`src/rtl/video_timing.sv`:
```
// Raster timing generator with pixel/line counters, sync/blank flags, a line-compare
// interrupt and a small CPU register file behind an IDLE/ACK/HOLD handshake.
module video_timing #(
    parameter int unsigned H_VISIBLE = 640,
    parameter int unsigned H_FRONT   = 16,
    parameter int unsigned H_SYNC    = 96,
    parameter int unsigned H_BACK    = 48,
    parameter int unsigned V_VISIBLE = 480,
    parameter int unsigned V_FRONT   = 10,
    parameter int unsigned V_SYNC    = 2,
    parameter int unsigned V_BACK    = 33,
    parameter logic        HSYNC_POL = 1'b0,
    parameter logic        VSYNC_POL = 1'b0
) (
    input  logic        i_clock,
    input  logic        i_reset,
    input  logic        i_pixel_enable,
    input  logic        i_cpu_request,
    input  logic        i_cpu_rw,
    input  logic [31:0] i_cpu_address,
    input  logic [31:0] i_cpu_wdata,
    output logic [31:0] o_cpu_rdata,
    output logic        o_cpu_ready,
    output logic        o_hblank,
    output logic        o_vblank,
    output logic        o_hsync,
    output logic        o_vsync,
    output logic        o_data_enable,
    output logic [10:0] o_pos_x,
    output logic [10:0] o_pos_y,
    output logic        o_line_irq
);
    localparam int unsigned H_TOTAL = H_VISIBLE + H_FRONT + H_SYNC + H_BACK;
    localparam int unsigned V_TOTAL = V_VISIBLE + V_FRONT + V_SYNC + V_BACK;

    localparam logic [10:0] H_LAST = 11'(H_TOTAL - 1);
    localparam logic [10:0] H_VIS  = 11'(H_VISIBLE);
    localparam logic [10:0] H_SS   = 11'(H_VISIBLE + H_FRONT);
    localparam logic [10:0] H_SE   = 11'(H_VISIBLE + H_FRONT + H_SYNC);
    localparam logic [10:0] V_LAST = 11'(V_TOTAL - 1);
    localparam logic [10:0] V_VIS  = 11'(V_VISIBLE);
    localparam logic [10:0] V_SS   = 11'(V_VISIBLE + V_FRONT);
    localparam logic [10:0] V_SE   = 11'(V_VISIBLE + V_FRONT + V_SYNC);

    localparam logic [1:0] ST_IDLE = 2'd0;
    localparam logic [1:0] ST_ACK  = 2'd1;
    localparam logic [1:0] ST_HOLD = 2'd2;

    logic [10:0] h, v, h_n, v_n, line_cmp;
    logic [31:0] frame, reg_rd;
    logic [1:0]  state;
    logic        ctrl_en, irq_en;
    logic        accept, wr_ctrl, wr_cmp, en_next, step, h_wrap, v_wrap;

    assign accept  = (state == ST_IDLE) && i_cpu_request;
    assign wr_ctrl = accept && i_cpu_rw && (i_cpu_address[3:2] == 2'd0);
    assign wr_cmp  = accept && i_cpu_rw && (i_cpu_address[3:2] == 2'd1);

    // A CONTROL write acts on the same edge it is accepted, so disable and
    // restart line up with the write rather than lagging a cycle.
    assign en_next = wr_ctrl ? i_cpu_wdata[0] : ctrl_en;
    assign step    = i_pixel_enable && ctrl_en && en_next;
    assign h_wrap  = (h == H_LAST);
    assign v_wrap  = (v == V_LAST);

    always_comb begin
        h_n = h;
        v_n = v;
        if (step) begin
            h_n = h_wrap ? '0 : h + 11'd1;
            if (h_wrap) begin
                v_n = v_wrap ? '0 : v + 11'd1;
            end
        end
    end

    always_comb begin
        reg_rd = '0;
        case (i_cpu_address[3:2])
            2'd0:    reg_rd = {30'd0, irq_en, ctrl_en};
            2'd1:    reg_rd = {21'd0, line_cmp};
            2'd2:    reg_rd = frame;
            default: reg_rd = {5'd0, v, 5'd0, h};
        endcase
    end

    // Flags are registered from the next counter values so they never skew against the counters.
    always_ff @(posedge i_clock or posedge i_reset) begin
        if (i_reset) begin
            h             <= '0;
            v             <= '0;
            frame         <= '0;
            o_hblank      <= 1'b1;
            o_vblank      <= 1'b1;
            o_data_enable <= 1'b1;
            o_hsync       <= ~HSYNC_POL;
            o_vsync       <= ~VSYNC_POL;
            o_line_irq    <= 1'b0;
        end else if (!en_next) begin
            h             <= '0;
            v             <= '0;
            o_hblank      <= 1'b0;
            o_vblank      <= 1'b0;
            o_data_enable <= 1'b0;
            o_hsync       <= ~HSYNC_POL;
            o_vsync       <= ~VSYNC_POL;
            o_line_irq    <= 1'b0;
        end else if (i_pixel_enable || !ctrl_en) begin
            h             <= h_n;
            v             <= v_n;
            o_hblank      <= (h_n < H_VIS);
            o_vblank      <= (v_n < V_VIS);
            o_data_enable <= (h_n < H_VIS) && (v_n < V_VIS);
            o_hsync       <= ((h_n >= H_SS) && (h_n < H_SE)) ? HSYNC_POL : ~HSYNC_POL;
            o_vsync       <= ((v_n >= V_SS) && (v_n < V_SE)) ? VSYNC_POL : ~VSYNC_POL;
            o_line_irq    <= step && h_wrap && irq_en && (v_n == line_cmp);
            if (step && h_wrap && v_wrap) begin
                frame <= frame + 32'd1;
            end
        end
    end

    always_ff @(posedge i_clock or posedge i_reset) begin
        if (i_reset) begin
            state       <= ST_IDLE;
            ctrl_en     <= 1'b1;
            irq_en      <= 1'b0;
            line_cmp    <= '0;
            o_cpu_rdata <= '0;
        end else begin
            case (state)
                ST_IDLE: begin
                    if (i_cpu_request) begin
                        o_cpu_rdata <= reg_rd;
                        state       <= ST_ACK;
                    end
                    if (wr_ctrl) begin
                        ctrl_en <= i_cpu_wdata[0];
                        irq_en  <= i_cpu_wdata[1];
                    end
                    if (wr_cmp) begin
                        line_cmp <= i_cpu_wdata[10:0];
                    end
                end
                ST_ACK:  state <= i_cpu_request ? ST_HOLD : ST_IDLE;
                ST_HOLD: if (!i_cpu_request) state <= ST_IDLE;
                default: state <= ST_IDLE;
            endcase
        end
    end

    assign o_cpu_ready = (state == ST_ACK) || ((state == ST_HOLD) && i_cpu_request);
    assign o_pos_x     = h;
    assign o_pos_y     = v;

    logic unused_bits;
    assign unused_bits = ^{i_cpu_address[31:4], i_cpu_address[1:0], i_cpu_wdata[31:11]};
endmodule

```
`config.mk`:
```
export PLATFORM = sky130hd
export DESIGN_NAME = video_timing
export DESIGN_NICKNAME = d
export VERILOG_FILES = /design/src/rtl/video_timing.sv
export SDC_FILE = /design/constraint.sdc
export NUM_CORES = 1
export LEC_CHECK = 0
export ABC_AREA = 1
export BUFFER_PORTS_ARGS = -buffer_cell sky130_fd_sc_hd__buf_2
export CAP_MARGIN = 20
export CORE_MARGIN = 3
export CORE_UTILIZATION = 43
export CTS_CLUSTER_SIZE = 40
export DETAILED_ROUTE_END_ITERATION = 6
export PLACE_DENSITY = 0.66
export SYNTH_ARGS = -nofsm -noshare
export SYNTH_HDL_FRONTEND = slang
export SYNTH_SLANG_ARGS = --single-unit
```
`constraint.sdc`:
```
create_clock -name i_clock -period 3.5 [get_ports i_clock]
set_input_delay 0.35 -clock i_clock [delete_from_list [all_inputs] [get_ports i_clock]]
set_output_delay 0.35 -clock i_clock [all_outputs]
set_load 0.03 [all_outputs]
```
==> metrics.sh, run 1 <==
STATUS='complete, no violations'
DRT_FIRST_PASS_ITERS=5
MAIN_COMBINATIONAL_CELL_FAMILY_BY_AREA_AFTER_SYNTHESIS='simple AND/OR/NAND/NOR gates'
FP.DIEAREA_UM2=15400
SYNTH_COMPOUND_GATE_AREA_SHARE_PCT=8.73
POSTCTSRESIZEDCELLS=0
DRC_VIOLATION_COUNT_AFTER_ROUTING=0
NNETSFINAL=926
STD_CELL_ROWS=42
NETLIST.TOP_CELL.BY_AREA='sky130_fd_sc_hd__dfrtp_1'
INTERNAL_POWER_mW=2.39
MUXSHAREOFSYNTHAREA_PCT=0.188
SYNTH-SEQ-CELLS=107
WORST_CLOCK_SKEW_ON_THE_FINAL_LAYOUT_PS=9.66
POWER.SHARE.SWITCHING_PCT=38.6
IO_PINS=130
NUMBER_OF_ANTENNA_VIOLATIONS_AT_THE_FIRST_CHECK_IN_GLOBAL_ROUTING=0
GRT_SETUP_UNREPAIRED='false'
DRTANTENNAVIOLNETS=0
MOST_COMMON_CELL_TYPE_ON_THE_CRITICAL_PATH='sky130_fd_sc_hd__nand2_1'
SYNTHESIS.NETS=856
REPORT.FINAL.SLEW_VIOL_COUNT=0
YOSYS-TOP-CELLS-AREA='sky130_fd_sc_hd__dfrtp_1, sky130_fd_sc_hd__nand2_1, sky130_fd_sc_hd__nor2_1'
CLOCK-SINKS=107
SEQ_AREA_FRAC_SYNTH_PCT=44.9
TOTAL_POWER_mW=3.88
CLK_PIN_SLEW_PS=70
DIE-WIDTH_UM=124
WORSTSETUPSTARTPOINTTYPE='flop'
ROUTE.DETAILED.VIAS_PER_INST=5.06
POST_SYNTH_AND_OR_NAND_NOR_AREA_FRACTION_PCT=31.9
PRECTSSETUPSLACK_PS=853
AREA.GROWTH.SYNTH_TO_FINAL_PCT=14.6
SYNTHESIS.INSTANCES=783
LAYOUT.CELL_AREA.NON_FILLER_UM2=6850
SYNTH_EDF_COUNT=0
CRIT_PATH_MAX_FANOUT=12
LATER_PIN_CLOCK_LATENCY_IN_THE_SKEW_REPORT_PS=360
POSTCTSSETUPREPAIRBUFS=0
CLOCK-ROOT-BUFFER='sky130_fd_sc_hd__clkbuf_16'
USE_MET2_PCT=31.8
PATH_DEPTH=12
HPWL_UM=11500
DRT_FIRST_ITER_VIOLATIONS=414
CTSHTREEMAXLEVEL=3
VIA_COUNT_OF_THE_FIRST_GLOBAL_ROUTING_PASS=4924
SETUP_TNS_PS=0
YOSYS.AREA_SHARE.XOR_XNOR_PCT=5.71
CRITPATHCAPTURETYPE='flop'
SWITCHINGPOWER_mW=1.50
WORST_PIN_SLEW_PS=920
FLOORPLAN.INITIALDENSITY_PCT=44.6
GR-USAGE-ALL-LAYERS_PCT=21.5
SYNTH.TOP_CELL.AREA_SHARE_PCT=42.3
MAXIMUM_NUMBER_OF_PINS_ON_ONE_NET_BEFORE_GLOBAL_ROUTE_REPAIR=71
YS.WARNINGS.COUNT=0
CORE_REGION_AREA_UM2=13400
TIMING.FINAL.HOLD_VIOLATIONS=0
CP_TOP_FAMILY='simple AND/OR/NAND/NOR gates'
GRT.MET3_USAGE_PCT=4.31
SHARE_CLK_OF_TOTAL_POWER_PCT=28.6
CRITICALPATHCATEGORY='reg -> reg'
FINAL_UTIL_PCT=51.1
TRITONCTS='built'
ANTENNA-DIODE-COUNT=0
ORDERED_CELL_LIST_FOR_THE_CRITICAL_PATH='ha_1 -> inv_1 -> nor2_4 -> nand4_1 -> nand2_1 -> nand2_1 -> nand2_1 -> nand4_1 -> nor3_1 -> nor2_1 -> nand2_1 -> nand2_1'
CTS-ROOT-TO-SINK-BUFFERS=2
LAYOUT-DRIVE-GT1-SHARE_PCT=17.2
GLOBAL_ROUTE_OVERFLOW=0
POWER_DENSITY_nW_PER_UM2=567
POSTCTSHOLDBUFS=0
SETUP_VIOL=0
POST_SYNTH_INSTANCE_AREA_UM2=5980
FINAL_MIN_PERIOD_OVER_CLOCK_PERIOD_PCT=76.5
YS.FLOP_TYPE='sky130_fd_sc_hd__dfrtp_1'
PEAK_SUPPLY_DROP_mV=0.331
PLACED_CELL_AREA_UM2=6530
SEQPWRFRAC_PCT=41.8
MAX_FREQ_GHz=0.374
DRV.MAX_CAP_VIOLATION_COUNT=0
GLOBALPLACE.CONGESTION=0.906
ASYNC_RESET_FF_SHARE_PCT=100
PWR-SHARE-COMB_PCT=29.6
SLOWEST_DELAY_PS=550
WIRELENGTH_UM=15500
AVGROUTEDWIREPERCELL_UM=15.0
FIN_CRIT_PS=2680
GRT_FIRST_PASS_WIRELENGTH_UM=25500
SYNTH.DISTINCT_CELLS=42
DATA_ARRIVAL_TIME_OF_THE_CRITICAL_PATH_PS=2970
TIMING.REG2REG.WORST_PATH_DEPTH=12
CP_MAX_DELAY_CELL='sky130_fd_sc_hd__nand4_1'
GRT.BUSIEST_LAYER='met1'
GRT.MET1_USAGE_PCT=31.8
P_LEAK_nW=3.50
REQUIRED_PS=3790
POST_SYNTH.CELL_AREA_AVG_UM2=7.63
DIE_Y_UM=124
SMALLEST_SETUP_SLACK_AFTER_LAYOUT_PS=823
SLEW_HEADROOM_PCT=38.6
CLOCK_BUFFERS_CREATED_BY_TRITONCTS=9
NUMBER_OF_VIAS_AFTER_DETAILED_ROUTING=5223
SHARE_OF_SYNTHESIZED_CELL_AREA_IN_FULL_ADDER_HALF_ADDER_AND_MAJORITY_CELLS_PCT=0.837
CP_NUM_BUF_INV=1
BUFFER_PORTS.INSERTED=78
MIN_PATH_TYPE='in -> async'
==> state kept, by name (all words and copies together), names as in the netlist, 2 cells and up <==
signal,cells
frame,32
o_cpu_rdata,32
line_cmp,11
o_pos_x,11
o_pos_y,11
state,2
==> layer usage <==
metal / part of all wire, % / routed length (µm)
met5: 0 / 0
met2: 43 / 6670
met1: 49 / 7580
met3: 6.0 / 931
met4: 2.0 / 310
==> layout by cell type, fill, tap and decap left out, types with 9 or more instances in the layout <==
master,count
sky130_fd_sc_hd__xor2_1,32
sky130_fd_sc_hd__nor2_1,88
sky130_fd_sc_hd__dfrtp_1,101
sky130_fd_sc_hd__a21oi_1,49
sky130_fd_sc_hd__clkbuf_16,9
sky130_fd_sc_hd__nor3_1,21
sky130_fd_sc_hd__o22ai_1,10
sky130_fd_sc_hd__buf_2,78
sky130_fd_sc_hd__nand4_1,16
sky130_fd_sc_hd__nand3_1,57
sky130_fd_sc_hd__o21ai_0,22
sky130_fd_sc_hd__nand2_1,203
sky130_fd_sc_hd__inv_1,84
==> metrics by stage <==
step | cells | hold slack [ps]
2_1_floorplan | 783 | 463
3_3_place_gp | 1018 | 461
3_5_place_dp | 1018 | 461
4_1_cts | 1033 | 200
5_1_grt | 1033 | 248
6_report | 1033 | 169
==> worst paths after layout <==
kind | endpoint | start | slack [ps]
setup reg to reg | o_data_enable | o_pos_x[0] | 820
hold / removal | o_cpu_rdata[13] | i_reset | 170
min in group i_clock | line_cmp[4] | i_cpu_wdata[4] | 240
setup / recovery | o_data_enable | o_pos_x[0] | 820
hold reg to reg | o_hblank | o_hblank | 470
max in group asynchronous | ctrl_en | i_reset | 2480
==> area by class of cell <==
type	count	area, µm²
inverter	90	343
tap	176	220
timing repair buffer	85	443
clock buffer	9	225
fill	1315	6550
clock inverter	6	97.6
sequential	107	2690
multi-input combinational	560	2830
==> logic make-up after synthesis <==
family	Yosys count
XOR/XNOR	39
AO/OA/AOI/OAI	96
buffers and inverters	116
AND/OR/NAND/NOR	420
flip-flops	107
multiplexers	1
adder cells (fa/ha/maj)	4
==> synth_stat cells (all sizes together) (7+ instances only) <==
cell    number
nor2       100
nand2      213
o22ai       10
nand3       61
dfrtp      101
xnor2        7
inv         89
nor3        26
clkbuf      16
a21oi       49
xor2        32
buf         10
nand4       16
o21ai       26
==> power groups by stage <==
| stage | sequential [mW] | clock (mW) | combinational [mW] |
|---|---|---|---|
| after floorplan | 1.83 | 0 | 0.616 |
| after global placement | 1.64 | 0 | 1.14 |
| after detailed placement | 1.64 | 0 | 1.15 |
| after CTS | 1.62 | 1.13 | 1.16 |
| after global routing | 1.65 | 1.18 | 1.28 |
| final | 1.62 | 1.11 | 1.15 |
(Power assumes the default switching activity.)
==> run 2, diff against run 1 <==
==> constraint.sdc (replaced) <==
create_clock -name i_clock -period 2.7 [get_ports i_clock]
set_input_delay 0.27 -clock i_clock [delete_from_list [all_inputs] [get_ports i_clock]]
set_output_delay 0.27 -clock i_clock [all_outputs]
set_load 0.03 [all_outputs]
==> metrics.sh, run 2 (same netlist as run 1, synthesis figures left out) <==
SLOWEST_DELAY_PS=460  # -90 ps
DRC_VIOLATION_COUNT_AFTER_ROUTING=0  # unchanged
DRT_FIRST_PASS_ITERS=5  # unchanged
MAX_FREQ_GHz=0.423  # +13%
CRIT_START='o_pos_x[1]'
WORST_PIN_SLEW_PS=662  # -258 ps
IO_PINS=130  # unchanged
TIMING.REG2REG.WORST_PATH_DEPTH=16  # +4
TIMING.CRITICAL_PATH.TO='o_line_irq'
WORSTREG2REGSTART='o_pos_x[1]'
FIN_CRIT_PS=2370  # -311 ps
CTS-ROOT-TO-SINK-BUFFERS=2  # unchanged
LATER_PIN_CLOCK_LATENCY_IN_THE_SKEW_REPORT_PS=350  # about the same
TIMING.FINAL.HOLD_VIOLATIONS=0  # unchanged
CLOCK_BUFFERS_CREATED_BY_TRITONCTS=9  # unchanged
CRIT_PATH_MAX_FANOUT=9  # -3
PEAK_SUPPLY_DROP_mV=0.512  # +55%
FIN_WORST_HOLD_SLACK_PS=63.9  # -106 ps
SETUP_VIOL=0  # unchanged
SLEW_HEADROOM_PCT=55.8  # +17 points
AREA.GROWTH.SYNTH_TO_FINAL_PCT=16.1
CRITPATHCAPTURETYPE='flop'
REPORT.FINAL.SLEW_VIOL_COUNT=0  # unchanged
GLOBAL_ROUTE_OVERFLOW=0  # unchanged
CTSHTREEMAXLEVEL=3  # unchanged
CLOCK-SINKS=107  # unchanged
LARGEST_REGISTERS='frame: 32 flops, o_cpu_rdata: 32 flops'
BUFFER_PORTS.INSERTED=78  # unchanged
CLK_PIN_SLEW_PS=80  # about the same
WIRELENGTH_UM=15800  # +2.3%
FLOORPLAN.INITIALDENSITY_PCT=44.6  # unchanged
DIE-WIDTH_UM=124  # unchanged
CRITICALPATHCATEGORY='reg -> reg'
POWER_DENSITY_nW_PER_UM2=736  # +30%
NNETSFINAL=935  # +0.97%
FINAL_CELL_MIX='sky130_fd_sc_hd__nand2_1, sky130_fd_sc_hd__dfrtp_1, sky130_fd_sc_hd__nor2_1, sky130_fd_sc_hd__inv_1, sky130_fd_sc_hd__buf_2'
DRTANTENNAVIOLNETS=0  # unchanged
STD_CELL_ROWS=42  # unchanged
NUMBER_OF_ANTENNA_VIOLATIONS_AT_THE_FIRST_CHECK_IN_GLOBAL_ROUTING=0  # unchanged
CLOCK-ROOT-BUFFER='sky130_fd_sc_hd__clkbuf_16'
SMALLEST_SETUP_SLACK_AFTER_LAYOUT_PS=334  # -489 ps
DATA_ARRIVAL_TIME_OF_THE_CRITICAL_PATH_PS=2660  # -310 ps
FP.DIEAREA_UM2=15400  # unchanged
VIA_COUNT_OF_THE_FIRST_GLOBAL_ROUTING_PASS=5051  # +2.6%
REQUIRED_PS=2990  # -800 ps
PRECTSSETUPSLACK_PS=298  # -555 ps
DIE_Y_UM=124  # unchanged
MIN_PATH_TYPE='in -> async'
GRT_SETUP_UNREPAIRED='false'
ORDERED_CELL_LIST_FOR_THE_CRITICAL_PATH='ha_1 -> inv_1 -> nor2_4 -> nand4_1 -> buf_4 -> nand2_1 -> nand2_1 -> nand2_1 -> nand2_2 -> nand2_1 -> nand2_1 -> nor2_1 -> nand2_1 -> nor2_1 -> nand3_1 -> nand2_1'
WORST_CLOCK_SKEW_ON_THE_FINAL_LAYOUT_PS=7.88  # -1.77 ps
FINAL_UTIL_PCT=51.8  # +0.66 points
STATUS='complete, no violations'
RR_ENDPOINT='o_line_irq'
AVGROUTEDWIREPERCELL_UM=15.2  # +1.3%
ANTENNA-DIODE-COUNT=0  # unchanged
TRITONCTS='built'
SETUP_TNS_PS=0  # unchanged
WORSTSETUPSTARTPOINTTYPE='flop'
DRV.MAX_CAP_VIOLATION_COUNT=0  # unchanged
GR-USAGE-ALL-LAYERS_PCT=21.9  # +0.38 points
CP_MAX_DELAY_CELL='sky130_fd_sc_hd__dfrtp_1'
CORE_REGION_AREA_UM2=13400  # unchanged
MAXIMUM_NUMBER_OF_PINS_ON_ONE_NET_BEFORE_GLOBAL_ROUTE_REPAIR=108  # +52%
MOST_COMMON_CELL_TYPE_ON_THE_CRITICAL_PATH='sky130_fd_sc_hd__nand2_1'
FINAL_MIN_PERIOD_OVER_CLOCK_PERIOD_PCT=87.6  # +11 points
DRT_FIRST_ITER_VIOLATIONS=472  # +14%
REGTOREGSETUPSLACK_PS=330  # -490 ps
ROUTE.DETAILED.VIAS_PER_INST=5.12  # +1.3%
P_LEAK_nW=3.54  # +1.2%
TOTAL_POWER_mW=5.10  # +31%
NUMBER_OF_VIAS_AFTER_DETAILED_ROUTING=5340  # +2.2%
GRT_FIRST_PASS_WIRELENGTH_UM=26000  # +1.9%
HPWL_UM=11800  # +2.1%
LAYOUT_COMMONEST_CELL='sky130_fd_sc_hd__nand2_1'
LAYOUT-DRIVE-GT1-SHARE_PCT=18.1  # +0.96 points
GLOBALPLACE.CONGESTION=0.928  # +2.4%
POSTCTSSETUPREPAIRBUFS=0  # unchanged
-- run 2: cell count changes in the layout (fill, tap and decap cells not counted) --
cell,change
sky130_fd_sc_hd__inv_4,-1
sky130_fd_sc_hd__clkbuf_1,+1
sky130_fd_sc_hd__nor3_1,-1
sky130_fd_sc_hd__buf_4,+8
sky130_fd_sc_hd__clkinv_4,-1
sky130_fd_sc_hd__buf_12,+1
sky130_fd_sc_hd__clkinvlp_4,+2
sky130_fd_sc_hd__nor3_2,+1
-- run 2: worst min path at each step --
stage	to	slack, ps	cells after the start
after detailed placement	o_hblank	460	2
after CTS	o_cpu_rdata[27]	100	3
final	o_cpu_rdata[27]	60	3
after floorplan	irq_en	390	2
after global routing	o_cpu_rdata[29]	110	3
after global placement	o_cpu_rdata[29]	460	2
-- run 2: critical path: cells and delay by family, from the launching register on --
family | cells | cell delay, ps
buf+inv | 2 | 370
flops | 1 | 460
simple gates | 13 | 1200
fa+ha+maj | 1 | 280
-- run 2: cell type report --
cell class | count | area (µm²)
Multi-Input combinational cell | 560 | 2840
Sequential cell | 107 | 2690
Clock inverter | 6 | 96.3
Tap cell | 176 | 220
Clock buffer | 10 | 229
Fill cell | 1346 | 6460
Inverter | 90 | 344
Timing Repair Buffer | 94 | 523
-- run 2: per-stage QoR --
stage	std cells	instance area, µm²
global route	1043	6940
detailed placement	1027	6610
finish	1043	6940
global placement	1027	6610
floorplan	783	5980
CTS	1043	6930
-- run 2: repair_timing --
action / in CTS / in global routing
setup endpoints to repair: 0 / 2
resized for setup: 0 / 1
hold buffers: 0 / 0
-- run 2: power by group --
part / internal (mW) / switching, mW
clock: 0.826 / 0.633
combinational: 0.461 / 1.13
sequential: 1.85 / 0.212
total: 3.13 / 1.97
-- run 2: layer usage --
metal / share of wire (%) / track usage [%] / up-vias
li1: - / - / 2672
met3: 6.4 / 3.54 / 20
met4: 1.6 / 6.43 / 0
met1: 48 / 32.3 / 2497
met5: 0 / 0 / -
met2: 44 / 33.2 / 151
==> run 3, diff against run 2 <==
--- a/config.mk
+++ b/config.mk
@@ -12,7 +12,9 @@
 export CORE_UTILIZATION = 43
 export CTS_CLUSTER_SIZE = 40
 export DETAILED_ROUTE_END_ITERATION = 6
-export PLACE_DENSITY = 0.66
+export GPL_ROUTABILITY_DRIVEN = 0
+export PLACE_DENSITY = 0.63
+export RECOVER_POWER = 25
 export SYNTH_ARGS = -nofsm -noshare
 export SYNTH_HDL_FRONTEND = slang
 export SYNTH_SLANG_ARGS = --single-unit
==> metrics.sh, run 3 (same netlist as run 1, synthesis figures left out) <==
STATUS='complete, no violations'
DRV.MAX_CAP_VIOLATION_COUNT=0  # unchanged
LAYOUT_COMMONEST_CELL='sky130_fd_sc_hd__nand2_1'
WIRELENGTH_UM=15700  # -0.77%
HPWL_UM=11900  # +0.69%
LAYOUT-DRIVE-GT1-SHARE_PCT=17.7  # -0.44 points
MAXIMUM_NUMBER_OF_PINS_ON_ONE_NET_BEFORE_GLOBAL_ROUTE_REPAIR=61  # -44%
NUMBER_OF_VIAS_AFTER_DETAILED_ROUTING=5322  # -0.34%
CLOCK-SINKS=107  # unchanged
GRT.BUSIEST_LAYER='met2'
CRITPATHCAPTURETYPE='flop'
NUM-FILL-CELLS=1310  # -2.7%
NUMBER_OF_ANTENNA_VIOLATIONS_AT_THE_FIRST_CHECK_IN_GLOBAL_ROUTING=0  # unchanged
SETUP_TNS_PS=0  # unchanged
TOTAL_POWER_mW=4.84  # -5.2%
FINAL_MIN_PERIOD_OVER_CLOCK_PERIOD_PCT=83.6  # -4.0 points
CP_MAX_DELAY_CELL='sky130_fd_sc_hd__dfrtp_1'
GRT.MET1_USAGE_PCT=31.5  # -0.81 points
PLACED_CELL_AREA_UM2=6610  # about the same
TIMING.FINAL.HOLD_VIOLATIONS=0  # unchanged
GLOBAL_ROUTE_OVERFLOW=0  # unchanged
TRITONCTS='built'
PEAK_SUPPLY_DROP_mV=0.343  # -33%
P_LEAK_nW=3.52  # -0.61%
SLOWEST_DELAY_PS=380  # -80 ps
CP_TOP_FAMILY='simple AND/OR/NAND/NOR gates'
LATER_PIN_CLOCK_LATENCY_IN_THE_SKEW_REPORT_PS=350  # about the same
SLEW_HEADROOM_PCT=44.5  # -11 points
CORE_REGION_AREA_UM2=13400  # unchanged
PLACEDCELLCOUNT=1026  # -0.097%
CLK_PIN_SLEW_PS=70  # about the same
FINAL_CELL_COUNT_NO_FILL=1042  # -0.096%
AREA.GROWTH.SYNTH_TO_FINAL_PCT=15.1
FIN_CRIT_PS=2260  # -108 ps
CTS-ROOT-TO-SINK-BUFFERS=2  # unchanged
WORSTSETUPSTARTPOINTTYPE='flop'
CLOCK_BUFFERS_CREATED_BY_TRITONCTS=9  # unchanged
FINAL_UTIL_PCT=51.3  # -0.43 points
FINAL_CELL_MIX='sky130_fd_sc_hd__nand2_1, sky130_fd_sc_hd__dfrtp_1, sky130_fd_sc_hd__nor2_1, sky130_fd_sc_hd__inv_1, sky130_fd_sc_hd__buf_2'
CLOCK-ROOT-BUFFER='sky130_fd_sc_hd__clkbuf_16'
FLOORPLAN.INITIALDENSITY_PCT=44.6  # unchanged
ORDERED_CELL_LIST_FOR_THE_CRITICAL_PATH='ha_1 -> inv_1 -> nor2_4 -> nand4_1 -> buf_4 -> nand2_1 -> nand2_1 -> nand2_1 -> nand4_1 -> nor3_1 -> nor2_1 -> nand2_1 -> nand2_1'
MIN_PATH_TYPE='in -> reg'
USE_MET2_PCT=32.6  # -0.64 points
WORST_CLOCK_SKEW_ON_THE_FINAL_LAYOUT_PS=5.99  # -1.90 ps
DATA_ARRIVAL_TIME_OF_THE_CRITICAL_PATH_PS=2540  # -120 ps
FP.DIEAREA_UM2=15400  # unchanged
DIE_Y_UM=124  # unchanged
DRT_FIRST_PASS_ITERS=5  # unchanged
VIA_COUNT_OF_THE_FIRST_GLOBAL_ROUTING_PASS=4890  # -3.2%
SETUP_VIOL=0  # unchanged
POSTCTSRESIZEDCELLS=0  # unchanged
DRC_VIOLATION_COUNT_AFTER_ROUTING=0  # unchanged
STD_CELL_ROWS=42  # unchanged
IO_PINS=130  # unchanged
NNETSFINAL=935  # unchanged
DRT_FIRST_ITER_VIOLATIONS=413  # -13%
GR-USAGE-ALL-LAYERS_PCT=21.4  # -0.48 points
WORST_PIN_SLEW_PS=828  # +167 ps
CP_NUM_BUF_INV=2  # unchanged
CRITICALPATHCATEGORY='reg -> reg'
BUFFER_PORTS.INSERTED=78  # unchanged
ANTENNA-DIODE-COUNT=0  # unchanged
LARGEST_REGISTERS='frame: 32 flops, o_cpu_rdata: 32 flops'
GRT_SETUP_UNREPAIRED='false'
POSTCTSSETUPREPAIRBUFS=0  # unchanged
GRT.MET3_USAGE_PCT=3.86  # +0.32 points
REPORT.FINAL.SLEW_VIOL_COUNT=0  # unchanged
MAX_FREQ_GHz=0.443  # +4.8%
DIE-WIDTH_UM=124  # unchanged
ROUTE.DETAILED.VIAS_PER_INST=5.11  # -0.24%
REQUIRED_PS=2980  # about the same
CRIT_PATH_MAX_FANOUT=9  # unchanged
GRT_FIRST_PASS_WIRELENGTH_UM=25400  # -2.4%
AVGROUTEDWIREPERCELL_UM=15.1  # -0.67%
DRTANTENNAVIOLNETS=0  # unchanged
MOST_COMMON_CELL_TYPE_ON_THE_CRITICAL_PATH='sky130_fd_sc_hd__nand2_1'
POWER_DENSITY_nW_PER_UM2=703  # -4.4%
CTSHTREEMAXLEVEL=3  # unchanged
LAYOUT.CELL_AREA.NON_FILLER_UM2=6880  # -0.83%
[run 3: cell types whose count changed in the layout (fill, tap and decap cells not counted)]
| cell | before | now |
|---|---|---|
| sky130_fd_sc_hd__clkinv_2 | 0 | 2 |
| sky130_fd_sc_hd__inv_8 | 1 | 0 |
| sky130_fd_sc_hd__nor3_1 | 20 | 21 |
| sky130_fd_sc_hd__dlygate4sd3_1 | 0 | 1 |
| sky130_fd_sc_hd__buf_4 | 15 | 13 |
| sky130_fd_sc_hd__nor3_2 | 4 | 3 |
| sky130_fd_sc_hd__clkinvlp_4 | 2 | 0 |
| sky130_fd_sc_hd__bufinv_16 | 2 | 0 |
| sky130_fd_sc_hd__buf_12 | 1 | 2 |
| sky130_fd_sc_hd__clkbuf_1 | 1 | 2 |
| sky130_fd_sc_hd__clkinvlp_2 | 0 | 1 |
[run 3: report_power, final]
part | total (mW) | switching, mW | internal, mW | leakage, nW
combinational | 1.57 | 1.11 | 0.458 | 2.06
clock | 1.21 | 0.585 | 0.624 | 0.130
sequential | 2.06 | 0.214 | 1.85 | 1.33
[run 3: worst paths after layout]
check                               start  cells after the start               to  slack [ps]
min in group asynchronous         i_reset                      3  o_cpu_rdata[16]         580
hold reg to reg                  o_hblank                      2         o_hblank         470
max in group asynchronous         i_reset                      4          o_hsync        1210
setup reg to reg               o_pos_x[0]                     13    o_data_enable         440
hold / removal             i_cpu_wdata[2]                      3      line_cmp[2]         170
setup / recovery               o_pos_x[0]                     13    o_data_enable         440
[run 3: area by class of cell]
| type | count | area [µm²] | share of cell area (%) |
|---|---|---|---|
| multi-input combinational | 560 | 2830 | 41.2 |
| tap | 176 | 220 | 3.20 |
| timing repair buffer | 94 | 538 | 7.82 |
| sequential | 107 | 2690 | 39.0 |
| inverter | 90 | 342 | 4.97 |
| clock buffer | 11 | 233 | 3.38 |
| clock inverter | 4 | 27.5 | 0.400 |
[run 3: repair_timing]
action,4_1_cts,5_1_grt
setup endpoints to repair,0,0
endpoints found under the hold margin,14,0
hold buffers,1,0
[run 3: worst reg2reg max path, delay by kind of cell (launching register included)]
kind / cells / cell delay, ps
and+or+nand+nor: 10 / 1220
adders and majority gates: 1 / 260
DFF: 1 / 380
buffers and inverters: 2 / 340
[run 3: metal layers]
metal,routed length (µm),vias to the layer above,share of wire [%]
met5,0,-,0
met4,266,0,1.7
met3,945,19,6.0
met2,6830,155,43
met1,7680,2475,49
li1,-,2673,-
[run 3: stage by stage]
stage	hold slack [ps]	setup WS (ps)
floorplan	391	591
global placement	289	479
detailed placement	289	469
CTS	161	462
global route	170	200
finish	169	442
